## config.mk

```make
export PLATFORM = sky130hd
export DESIGN_NAME = neuron_bus_arbiter
export DESIGN_NICKNAME = d
export VERILOG_FILES = /design/src/rtl/neuron_bus_arbiter.sv
export SDC_FILE = /design/constraint.sdc
export NUM_CORES = 1
export LEC_CHECK = 0
export BUFFER_PORTS_ARGS = -buffer_cell sky130_fd_sc_hd__buf_2
export CAP_MARGIN = 40
export CORE_MARGIN = 2
export CORE_UTILIZATION = 33
export CTS_BUF_LIST = sky130_fd_sc_hd__clkbuf_4
export CTS_CLUSTER_DIAMETER = 120
export DETAILED_ROUTE_END_ITERATION = 8
export HOLD_SLACK_MARGIN = 0.12
export PLACE_DENSITY = 0.67
export SLEW_MARGIN = 40
export SYNTH_ARGS = -nofsm -noshare
export SYNTH_HDL_FRONTEND = slang
export SYNTH_SLANG_ARGS = --single-unit
```

## constraint.sdc

```tcl
create_clock -name clk -period 1.7 [get_ports clk]
set_input_delay 0.085 -clock clk [delete_from_list [all_inputs] [get_ports clk]]
set_output_delay 0.085 -clock clk [all_outputs]
set_load 0.005 [all_outputs]
```

## src/rtl/neuron_bus_arbiter.sv

```systemverilog
// Clocked N-way arbiter for the shared neuron memory port: round-robin or
// channel-0-priority selection, burst ownership with a fairness cap.
module neuron_bus_arbiter #(
  parameter int NUM_MASTERS  = 2,
  parameter int ADDR_WIDTH   = 8,
  parameter int DATA_WIDTH   = 8,
  parameter int MAX_BURST    = 4,
  parameter int EXT_PRIORITY = 1
) (
  input  logic                              clk,
  input  logic                              reset,
  input  logic [NUM_MASTERS-1:0]            req,
  input  logic [NUM_MASTERS*ADDR_WIDTH-1:0] read_address_in,
  input  logic [NUM_MASTERS*ADDR_WIDTH-1:0] write_address_in,
  input  logic [NUM_MASTERS*DATA_WIDTH-1:0] write_data_in,
  input  logic [NUM_MASTERS-1:0]            write_enable_in,
  output logic [NUM_MASTERS-1:0]            grant,
  output logic                              bus_busy,
  output logic [ADDR_WIDTH-1:0]             neuron_read_address,
  output logic [ADDR_WIDTH-1:0]             neuron_write_address,
  output logic [DATA_WIDTH-1:0]             neuron_write_data,
  output logic                              neuron_write_enable
);

  localparam int IDXW = (NUM_MASTERS < 2) ? 1 : $clog2(NUM_MASTERS);
  localparam int CNTW = (MAX_BURST < 1) ? 1 : $clog2(MAX_BURST + 1);

  typedef enum logic {IDLE, OWNED} state_t;

  state_t                 state_q, state_d;
  logic [IDXW-1:0]        owner_q, owner_d;
  logic [IDXW-1:0]        last_q, last_d;
  logic [CNTW-1:0]        cnt_q, cnt_d;

  logic [NUM_MASTERS-1:0] others;
  logic [NUM_MASTERS-1:0] cand;
  logic                   cap_hit;
  logic                   keep;
  logic [IDXW-1:0]        win_idx;
  logic                   win_vld;
  logic [IDXW-1:0]        scan_idx;

  assign others  = req & ~(NUM_MASTERS'(1) << owner_q);
  assign cap_hit = (MAX_BURST != 0) && (cnt_q == CNTW'(MAX_BURST)) && (others != '0);
  assign keep    = (state_q == OWNED) && req[owner_q] && !cap_hit;
  // Any handover out of OWNED arbitrates without the current owner; this
  // covers both a dropped request and the fairness cap.
  assign cand    = (state_q == IDLE) ? req : others;

  always_comb begin
    win_idx  = '0;
    win_vld  = 1'b0;
    scan_idx = '0;
    if ((EXT_PRIORITY != 0) && cand[0]) begin
      win_vld = 1'b1;
    end else begin
      for (int unsigned i = 1; i <= NUM_MASTERS; i++) begin
        scan_idx = IDXW'((int'(last_q) + i) % NUM_MASTERS);
        if (!win_vld && cand[scan_idx]) begin
          win_vld = 1'b1;
          win_idx = scan_idx;
        end
      end
    end
  end

  always_comb begin
    state_d = IDLE;
    owner_d = owner_q;
    last_d  = last_q;
    cnt_d   = '0;
    if (keep) begin
      state_d = OWNED;
      cnt_d   = cnt_q;
      if ((MAX_BURST != 0) && (cnt_q != CNTW'(MAX_BURST)))
        cnt_d = cnt_q + CNTW'(1);
    end else if (win_vld) begin
      state_d = OWNED;
      owner_d = win_idx;
      last_d  = win_idx;
      cnt_d   = CNTW'(1);
    end
  end

  // Bus outputs load from the next owner so they always agree with grant.
  always_ff @(posedge clk or posedge reset) begin
    if (reset) begin
      state_q              <= IDLE;
      owner_q              <= '0;
      last_q               <= IDXW'(NUM_MASTERS - 1);
      cnt_q                <= '0;
      grant                <= '0;
      bus_busy             <= 1'b0;
      neuron_read_address  <= '0;
      neuron_write_address <= '0;
      neuron_write_data    <= '0;
      neuron_write_enable  <= 1'b0;
    end else begin
      state_q <= state_d;
      owner_q <= owner_d;
      last_q  <= last_d;
      cnt_q   <= cnt_d;
      if (state_d == OWNED) begin
        grant                <= NUM_MASTERS'(1) << owner_d;
        bus_busy             <= 1'b1;
        neuron_read_address  <= read_address_in[owner_d*ADDR_WIDTH +: ADDR_WIDTH];
        neuron_write_address <= write_address_in[owner_d*ADDR_WIDTH +: ADDR_WIDTH];
        neuron_write_data    <= write_data_in[owner_d*DATA_WIDTH +: DATA_WIDTH];
        neuron_write_enable  <= write_enable_in[owner_d] & req[owner_d];
      end else begin
        grant                <= '0;
        bus_busy             <= 1'b0;
        neuron_read_address  <= '0;
        neuron_write_address <= '0;
        neuron_write_data    <= '0;
        neuron_write_enable  <= 1'b0;
      end
    end
  end

endmodule

```

# Word level (Yosys, flattened, before mapping)
# Index checks and enable logic that the tools add are counted.
[op_classes]
n_addsub = 3
magnitude_cmp = 4
eq_ne = 3
shifts = 5
mux = 31
n_bitwise = 4
reduce_logical = 8
[ops]
columns = ["operator", "count"]
rows = [
  ["variable part select 16 x 5 -> 8 bit", 3],
  ["two-way mux 1 bit", 24],
  ["two-way mux 8 bit", 3],
  ["< comparator 1 x 2 -> 1 bit, second input constant", 4],
  ["two-way mux 3 bit", 2],
  ["logical AND 1 bit", 4],
  ["two-way mux 2 bit", 2],
  ["<< shifter 1 x 1 -> 2 bit, first input constant", 2],
  ["adder 3 x 1 -> 3 bit, second input constant", 1],
  ["equality test 3 bit, second input constant", 1],
  ["!= test 3 bit, second input constant", 1],
  ["adder 1 bit, second input constant", 2],
  ["bitwise AND 2 bit", 1],
  ["zero test 1 bit", 2],
  ["!= test 2 x 1 -> 1 bit, second input constant", 1],
  ["NOT 2 bit", 1],
  ["AND reduction 2 bit", 1],
  ["nonzero test 2 bit", 1],
  ["bitwise AND 1 bit", 1],
  ["NOT 1 bit", 1],
]
[word_totals]
register_bits = 34
inputBits = 54
elab_cells = 68

# Depth between registers and ports, before layout
# Gate-level depths: netlist (run 1).
[logic_depth]
ltp_word = 18
ltp_mapped = 7
depth_no_buf = 5

# Worst setup path before layout (run 1)
# Ideal clock, no wire load.
[synth_timing]
kind = "register to register"
start = "reg cnt_q[0]"
end = "reg neuron_read_address[0]"
t_arrival_ns = 1.445
required_time_ns = 1.620
path_slack_ns = 0.175
stages_incl_launch_ff = 8
path_buffers = 2
period_less_slack_ns = 1.525
cell_sequence = "dfrtp_1 > inv_1 > ha_1 > and2_4 > o211a_1 > buf_6 > buf_8 > o22ai_2"
[synth_between]
elab_chain_cells = 7
[synth_rtl]
columns = ["element", "line", "text"]
rows = [
  ["start: declaration", "33", "logic [CNTW-1:0] cnt_q, cnt_d;"],
  ["start signal: assignment", "102", "cnt_q <= cnt_d;"],
  ["equality test 3 bit *", "44", "assign cap_hit = (MAX_BURST != 0) && (cnt_q == CNTW'(MAX_BURST)) && (others != '0);"],
  ["logical AND 1 bit *", "44", ""],
  ["zero test 1 bit *", "45", "assign keep = (state_q == OWNED) && req[owner_q] && !cap_hit;"],
  ["logical AND 1 bit *", "45", ""],
  ["two-way mux 1 bit", "72", "if (keep) begin"],
  ["variable part select 16 x 5 -> 8 bit", "106", "neuron_read_address <= read_address_in[owner_d*ADDR_WIDTH +: ADDR_WIDTH];"],
  ["two-way mux 8 bit *", "103", "if (state_d == OWNED) begin"],
  ["end signal: assignment", "106", ""],
  ["end: declaration", "19", "output logic [ADDR_WIDTH-1:0] neuron_read_address,"],
]
# Mark *: on every way between the ends. The rest lies on a longest branch, timed or not.
# A chain may end at the register's enable or synchronous reset.

# Final worst setup path (run 1)
[layout_timing]
start = "reg cnt_q[0]"
end = "reg owner_q"
[layout_between]
elab_chain_cells = 5
[layout_rtl]
columns = ["element", "line", "text"]
rows = [
  ["equality test 3 bit", "44", ""],
  ["logical AND 1 bit", "44", ""],
  ["zero test 1 bit", "45", ""],
  ["logical AND 1 bit", "45", ""],
  ["two-way mux 1 bit", "72", ""],
  ["net owner_d", "31", "logic [IDXW-1:0] owner_q, owner_d;"],
  ["end signal: assignment", "100", "owner_q <= owner_d;"],
  ["end: declaration", "31", ""],
]
# The timed path passes the listed nets, and every way through them passes these cells.

==> flow_summary.toml, run 1 <==
[placement]
dp_hpwl_um = 2810
port_buffers = 81
gp_congestion = 0.759

[critical_path]
arrival_ps = 1830
crit_chain = "inv_1 > ha_1 > and3b_1 > o211a_1 > buf_4 > o21bai_1"
cp_max_fo = 7
start_kind = "register"
crit_type = "register to register"
crit_path_top_delay_cell = "dfrtp_1"
cp-end-kind = "register"
slowest_delay_ps = 400
required_ps = 1920
reg2reg_slack_ps = 90

[die]
floorplan.die.height_um = 73.9
fp-row-count = 25
die_x_um = 73.9
core_area_um2 = 4720
fp.dieArea_um2 = 5460
top_level_ports = 82
start_util_pct = 34.1

[sta]
finalSetupTns_ps = 0
fin_crit_ps = 1610
final.setup_skew_ps = 14.7
rsz0062_at_grt = "no"
worstMarginPinSlew_ps = 442
finalMaxSlewViolations = 0
finalCritPeriodShare_pct = 94.8
hold_violations = 0
finalSetupViolations = 0
slew-limit-headroom_pct = 70.5
max_freq_mhz = 621
hold_slack_ps = 159

[detailed_routing]
via_count = 1669
drc = 0
wl_per_cell_um = 13.7
vias_per_cell = 4.68
drt_first_iter_violations = 39
totalWireLength_um = 4890
first_pass_iters = 4
ant_nets = 0

[cts]
clockBufferDepth = 2
cts_root_buf = "clkbuf_4"
cts_resized = 0
clkTransAtPathRegs_ps = 100
clkLatencyLatePin_ps = 330
clock_sinks = 32
cts_tree = "built"
htree_levels = 2
cts_buffers = 5
cts_setup_buffers = 0

[yosys]
ys.warnings.count = 0
syn_inst = 156
syn_area_um2 = 1610
synth.yosys.seq_area_share_pct = 49.7
synth_edf_count = 0
synthFlopType = "dfrtp_1"
ys_ff_latch = 32
synth-async-reset-ratio_pct = 100
postSynthNetCount = 212
avgSynthCellArea_um2 = 10.3
netlist-cell-type-count = 28

[final_layout]
layout_commonest_cell = "buf_2"
num-fill-cells = 397
num_antenna_cells = 0
seq_area_um2 = 801
multi_input_area_um2 = 679
layout.cells.most_common_list = "buf_2 (81), nand2_1 (55), dlygate4sd3_1 (51)"
final_layout_size_suffix_gt1_share_pct = 42.1
nets = 345
synthToLayoutAreaGrowth_pct = 63.0

[power_and_ir_drop]
seq_power_share_pct = 47.3
power_density_nw_per_um2 = 713
p_switching_mw = 0.544
intPower_mw = 1.33
ir_drop_v = 0.000516
switching_share_pct = 29.0
power_frac_comb_pct = 29.2
p_leak_nw = 1.33
pwr-share-clk_pct = 23.6

[grt]
antenna_found_initial = 0
grt-ovfl-total = 0
grt_pass1_vias = 1799
grt_pass1_wl_um = 7750
grt.total_usage_pct = 18.9
grt_max_degree = 33

[status]
outcome = "complete, no violations"

[worst_hold_path]
hold_class = "input pin to register"

[run]
cap_violations = 0
## final timing paths
| check | from | to | depth (start not counted) |
|---|---|---|---|
| worst max-delay path | cnt_q[0]$_DFFE_PP0P_ | owner_q$_DFF_PP0_ | 6 |
| worst min-delay path | req[1] | neuron_write_data[0]$_DFF_PP0_ | 3 |
| worst max register to register | cnt_q[0]$_DFFE_PP0P_ | owner_q$_DFF_PP0_ | 6 |
| worst min register to register | cnt_q[0]$_DFFE_PP0P_ | cnt_q[0]$_DFFE_PP0P_ | 1 |
| max in group asynchronous | reset | neuron_read_address[7]$_DFF_PP0_ | 4 |
| min in group asynchronous | reset | neuron_write_data[3]$_DFF_PP0_ | 4 |
## registers in the layout, indices dropped and copies added (netlist names)
name	cells
neuron_read_address	8
owner_q	1
neuron_write_enable	1
bus_busy	1
neuron_write_address	8
neuron_write_data	8
cnt_q	3
grant	2
## per-stage QoR
step           cells  cell area [um2]  power, mW  setup slack (ps)  utilization (%)
2_1_floorplan    156             1610       1.19               175                -
3_3_place_gp     298             2060       1.34               139             43.6
3_5_place_dp     298             2060       1.35              80.8             43.6
6_report         357             2630       1.87              88.7             55.6
5_1_grt          357             2630       1.98              8.80             55.6
4_1_cts          357             2630       1.89              79.9             55.6
## worst max-delay path, delay by kind of cell, from the launching register on
family | cells | cell delay [ps]
compound gates | 2 | 430
flops | 1 | 400
fa+ha+maj | 1 | 260
buf+inv | 2 | 240
simple gates | 1 | 190
## synthesized netlist by cell type, types with 2 or more instances
library cell  count  area share, %
o211a_1           2            1.2
dfrtp_1          32             50
o22ai_2          20             16
nand2_1          55             13
o22ai_1           5            1.9
mux2_2            2            1.4
ha_1              2            1.6
nand4_1           2           0.78
buf_2             3           0.93
buf_6             4            2.8
buf_8             2            1.9
clkbuf_1          4           0.93
inv_1             5            1.2
nor2_1            3           0.70
or2_2             2           0.78
## layout make-up
class	instances	area share [%]
Clock buffer	7	2.00
Clock inverter	1	0.143
Inverter	5	0.714
Multi-Input combinational cell	105	25.9
Sequential cell	32	30.5
Tap cell	67	3.19
Timing Repair Buffer	140	37.6
## what timing repair did
action                                 in CTS  in global routing
setup endpoints to repair                   0                  0
hold buffers                               51                  0
endpoints found under the hold margin      57                  0
## logic make-up (layout without fill, tap and decap cells)
kind of cell | count (synthesis) | in the layout | synth area share [%]
simple gates | 69 | 69 | 18.2
fa+ha+maj | 2 | 2 | 1.55
compound gates | 32 | 32 | 21.0
mux | 2 | 2 | 1.40
flops | 32 | 32 | 49.7
buf+inv | 19 | 153 | 8.15
## per-layer routing
metal | track usage, % | up-vias | part of all wire [%]
li1 | - | 793 | -
met1 | 18.6 | 790 | 38
met2 | 36.0 | 68 | 54
met3 | 4.53 | 18 | 4.6
met4 | 9.90 | 0 | 3.7
met5 | 0 | - | 0
## power groups by stage
| stage | Clock [mW] | Combinational, mW | Sequential [mW] |
|---|---|---|---|
| 2_1_floorplan | 0 | 0.286 | 0.900 |
| 3_3_place_gp | 0 | 0.443 | 0.900 |
| 3_5_place_dp | 0 | 0.453 | 0.900 |
| 4_1_cts | 0.458 | 0.543 | 0.885 |
| 5_1_grt | 0.484 | 0.604 | 0.896 |
| 6_report | 0.442 | 0.547 | 0.886 |
(Power assumes the default switching activity.)
==> run 2, diff against run 1 <==
--- a/config.mk
+++ b/config.mk
@@ -7,6 +7,7 @@
 export LEC_CHECK = 0
 export BUFFER_PORTS_ARGS = -buffer_cell sky130_fd_sc_hd__buf_2
 export CAP_MARGIN = 40
+export CORE_ASPECT_RATIO = 1.25
 export CORE_MARGIN = 2
 export CORE_UTILIZATION = 33
 export CTS_BUF_LIST = sky130_fd_sc_hd__clkbuf_4
@@ -14,6 +15,7 @@
 export DETAILED_ROUTE_END_ITERATION = 8
 export HOLD_SLACK_MARGIN = 0.12
 export PLACE_DENSITY = 0.67
+export SETUP_SLACK_MARGIN = 0.05
 export SLEW_MARGIN = 40
 export SYNTH_ARGS = -nofsm -noshare
 export SYNTH_HDL_FRONTEND = slang
==> run 2 against run 1 <==
Compared with the run above:
- worst hold slack worse by 3.5 ps
- clock-buffer cell count stayed put
- global-route usage is 0.69 points lower
- flip-flop and latch count unchanged
- combinational power rose by 1%
- sequential share of layout area fell by 0.10 points
- wire length fell by 3.4%
- utilization is 0.11 points higher
- fmax rose by 4.5%
- critical path type unchanged
- critical endpoint unchanged
- largest cell class unchanged
- largest power group unchanged
==> flow_summary.toml, run 2 (synthesized netlist as in run 1, its figures left out) <==
[cts]
cts_tree = "built"
clockBufferDepth = 2
clock_sinks = 32
cts_buffers = 5
htree_levels = 2
cts_root_buf = "clkbuf_4"
clkTransAtPathRegs_ps = 90
clkLatencyLatePin_ps = 330

[sta]
fin_crit_ps = 1540
hold_slack_ps = 155
worstMarginPinSlew_ps = 498
final.setup_skew_ps = 8.10
max_freq_mhz = 648
rsz0062_at_grt = "no"
finalCritPeriodShare_pct = 90.7
slew-limit-headroom_pct = 66.8
finalSetupViolations = 0
finalMaxSlewViolations = 0
finalSetupTns_ps = 0
hold_violations = 0

[final_layout]
nets = 346
largestRegisters = "neuron_read_address: 8 flops, neuron_write_address: 8 flops, neuron_write_data: 8 flops"
final_cell_area_um2 = 2640
utilization_pct = 55.7
seq_area_um2 = 801
multi_input_area_um2 = 682
num-fill-cells = 430
layout.cells.most_common_list = "buf_2 (81), nand2_1 (55), dlygate4sd3_1 (51)"
num_antenna_cells = 0
synthToLayoutAreaGrowth_pct = 63.6
final_layout_size_suffix_gt1_share_pct = 42.6
layout_commonest_cell = "buf_2"

[critical_path]
reg2reg_to = "owner_q$_DFF_PP0_"
cp_max_fo = 22
crit_type = "register to register"
required_ps = 1920
ff2ff_path_depth = 6
arrival_ps = 1760
crit_start = "cnt_q[0]$_DFFE_PP0P_"
cp-end-kind = "register"
start_kind = "register"
reg2reg_from = "cnt_q[0]$_DFFE_PP0P_"
reg2reg_slack_ps = 160

[power_and_ir_drop]
switching_share_pct = 28.5
pwr-share-clk_pct = 22.9
fin_total_pwr_mw = 1.87
p_switching_mw = 0.533
seq_power_share_pct = 47.4
power_density_nw_per_um2 = 710
intPower_mw = 1.34
p_leak_nw = 1.34
ir_drop_v = 0.000315
power_frac_comb_pct = 29.6

[placement]
gp_congestion = 0.846
port_buffers = 81
place_area_um2 = 2050
dp_hpwl_um = 2830

[detailed_routing]
vias_per_cell = 4.62
drc = 0
first_pass_iters = 4
wl_per_cell_um = 13.5
drt_first_iter_violations = 87
via_count = 1621
totalWireLength_um = 4720
ant_nets = 0

[worst_hold_path]
holdCritStartpoint = "req[0]"
hold_end = "neuron_write_data[7]$_DFF_PP0_"
hold_class = "input pin to register"
holdPathStages = 3

[grt]
grt-ovfl-total = 0
met2_usage_pct = 34.9
grt.total_usage_pct = 18.2
top_usage_layer = "met2"
grt_pass1_wl_um = 7410
use_met1_pct = 18.2
grt_pass1_vias = 1681
use_met3_pct = 2.85
antenna_found_initial = 0
grt_max_degree = 23

[die]
top_level_ports = 82
fp-row-count = 28
core_area_um2 = 4730
fp.dieArea_um2 = 5460
die_x_um = 66.5
start_util_pct = 34.1
floorplan.die.height_um = 82.1

[status]
outcome = "complete, no violations"

[run]
cap_violations = 0
run 2: cell types whose count changed in the layout (fill, tap and decap cells not counted), sizes merged:
| cell | change |
|---|---|
| buf | +1 |
run 2: final cells by class:
class                      count  share of cell area (%)
inverter                       5                   0.712
sequential                    32                    30.4
multi-input combinational    105                    25.9
clock buffer                   7                    1.99
tap                           60                    2.85
clock inverter                 1                   0.142
timing repair buffer         141                    38.1
run 2: power groups by stage:
stage	logic [mW]	registers (mW)	clock network [mW]
floorplan	0.286	0.900	0
global placement	0.441	0.899	0
detailed placement	0.450	0.900	0
CTS	0.542	0.885	0.455
global route	0.614	0.895	0.495
finish	0.555	0.887	0.429
run 2: timing repair:
| action | 4_1_cts | 5_1_grt |
|---|---|---|
| setup endpoints to repair | 20 | 27 |
| pin swaps | 0 | 0 |
| hold endpoints to repair | 36 | 0 |
| hold buffers | 51 | 0 |
| setup buffers | 0 | 1 |
| resized for setup | 1 | 2 |
run 2: metrics by stage:
step | cells | setup WS (ps)
final | 351 | 157
after global routing | 351 | 58.3
after CTS | 350 | 79.4
after detailed placement | 291 | 28.7
after global placement | 291 | 86.7
after floorplan | 156 | 175
run 2: routing by layer:
metal	vias to the layer above	wire length [um]
met5	-	0
met1	753	1740
met4	0	206
met2	54	2610
li1	796	-
met3	18	176
run 2: critical path, stage by stage, from the launching register on:
cell and delay [ps]:
dfrtp_1 410, inv_1 70, ha_2 230, a21boi_0 100, o211a_1 280, buf_12 180, o21bai_1 160
run 2: worst max-delay path by stage:
stage	endpoint	slack (ps)	cells after the start
floorplan	neuron_read_address[0]$_DFF_PP0_	180	7
global route	neuron_read_address[7]$_DFF_PP0_	60	6
CTS	neuron_write_address[7]$_DFF_PP0_	80	6
global placement	neuron_write_data[0]$_DFF_PP0_	90	6
detailed placement	neuron_write_address[7]$_DFF_PP0_	30	6
finish	owner_q$_DFF_PP0_	160	6
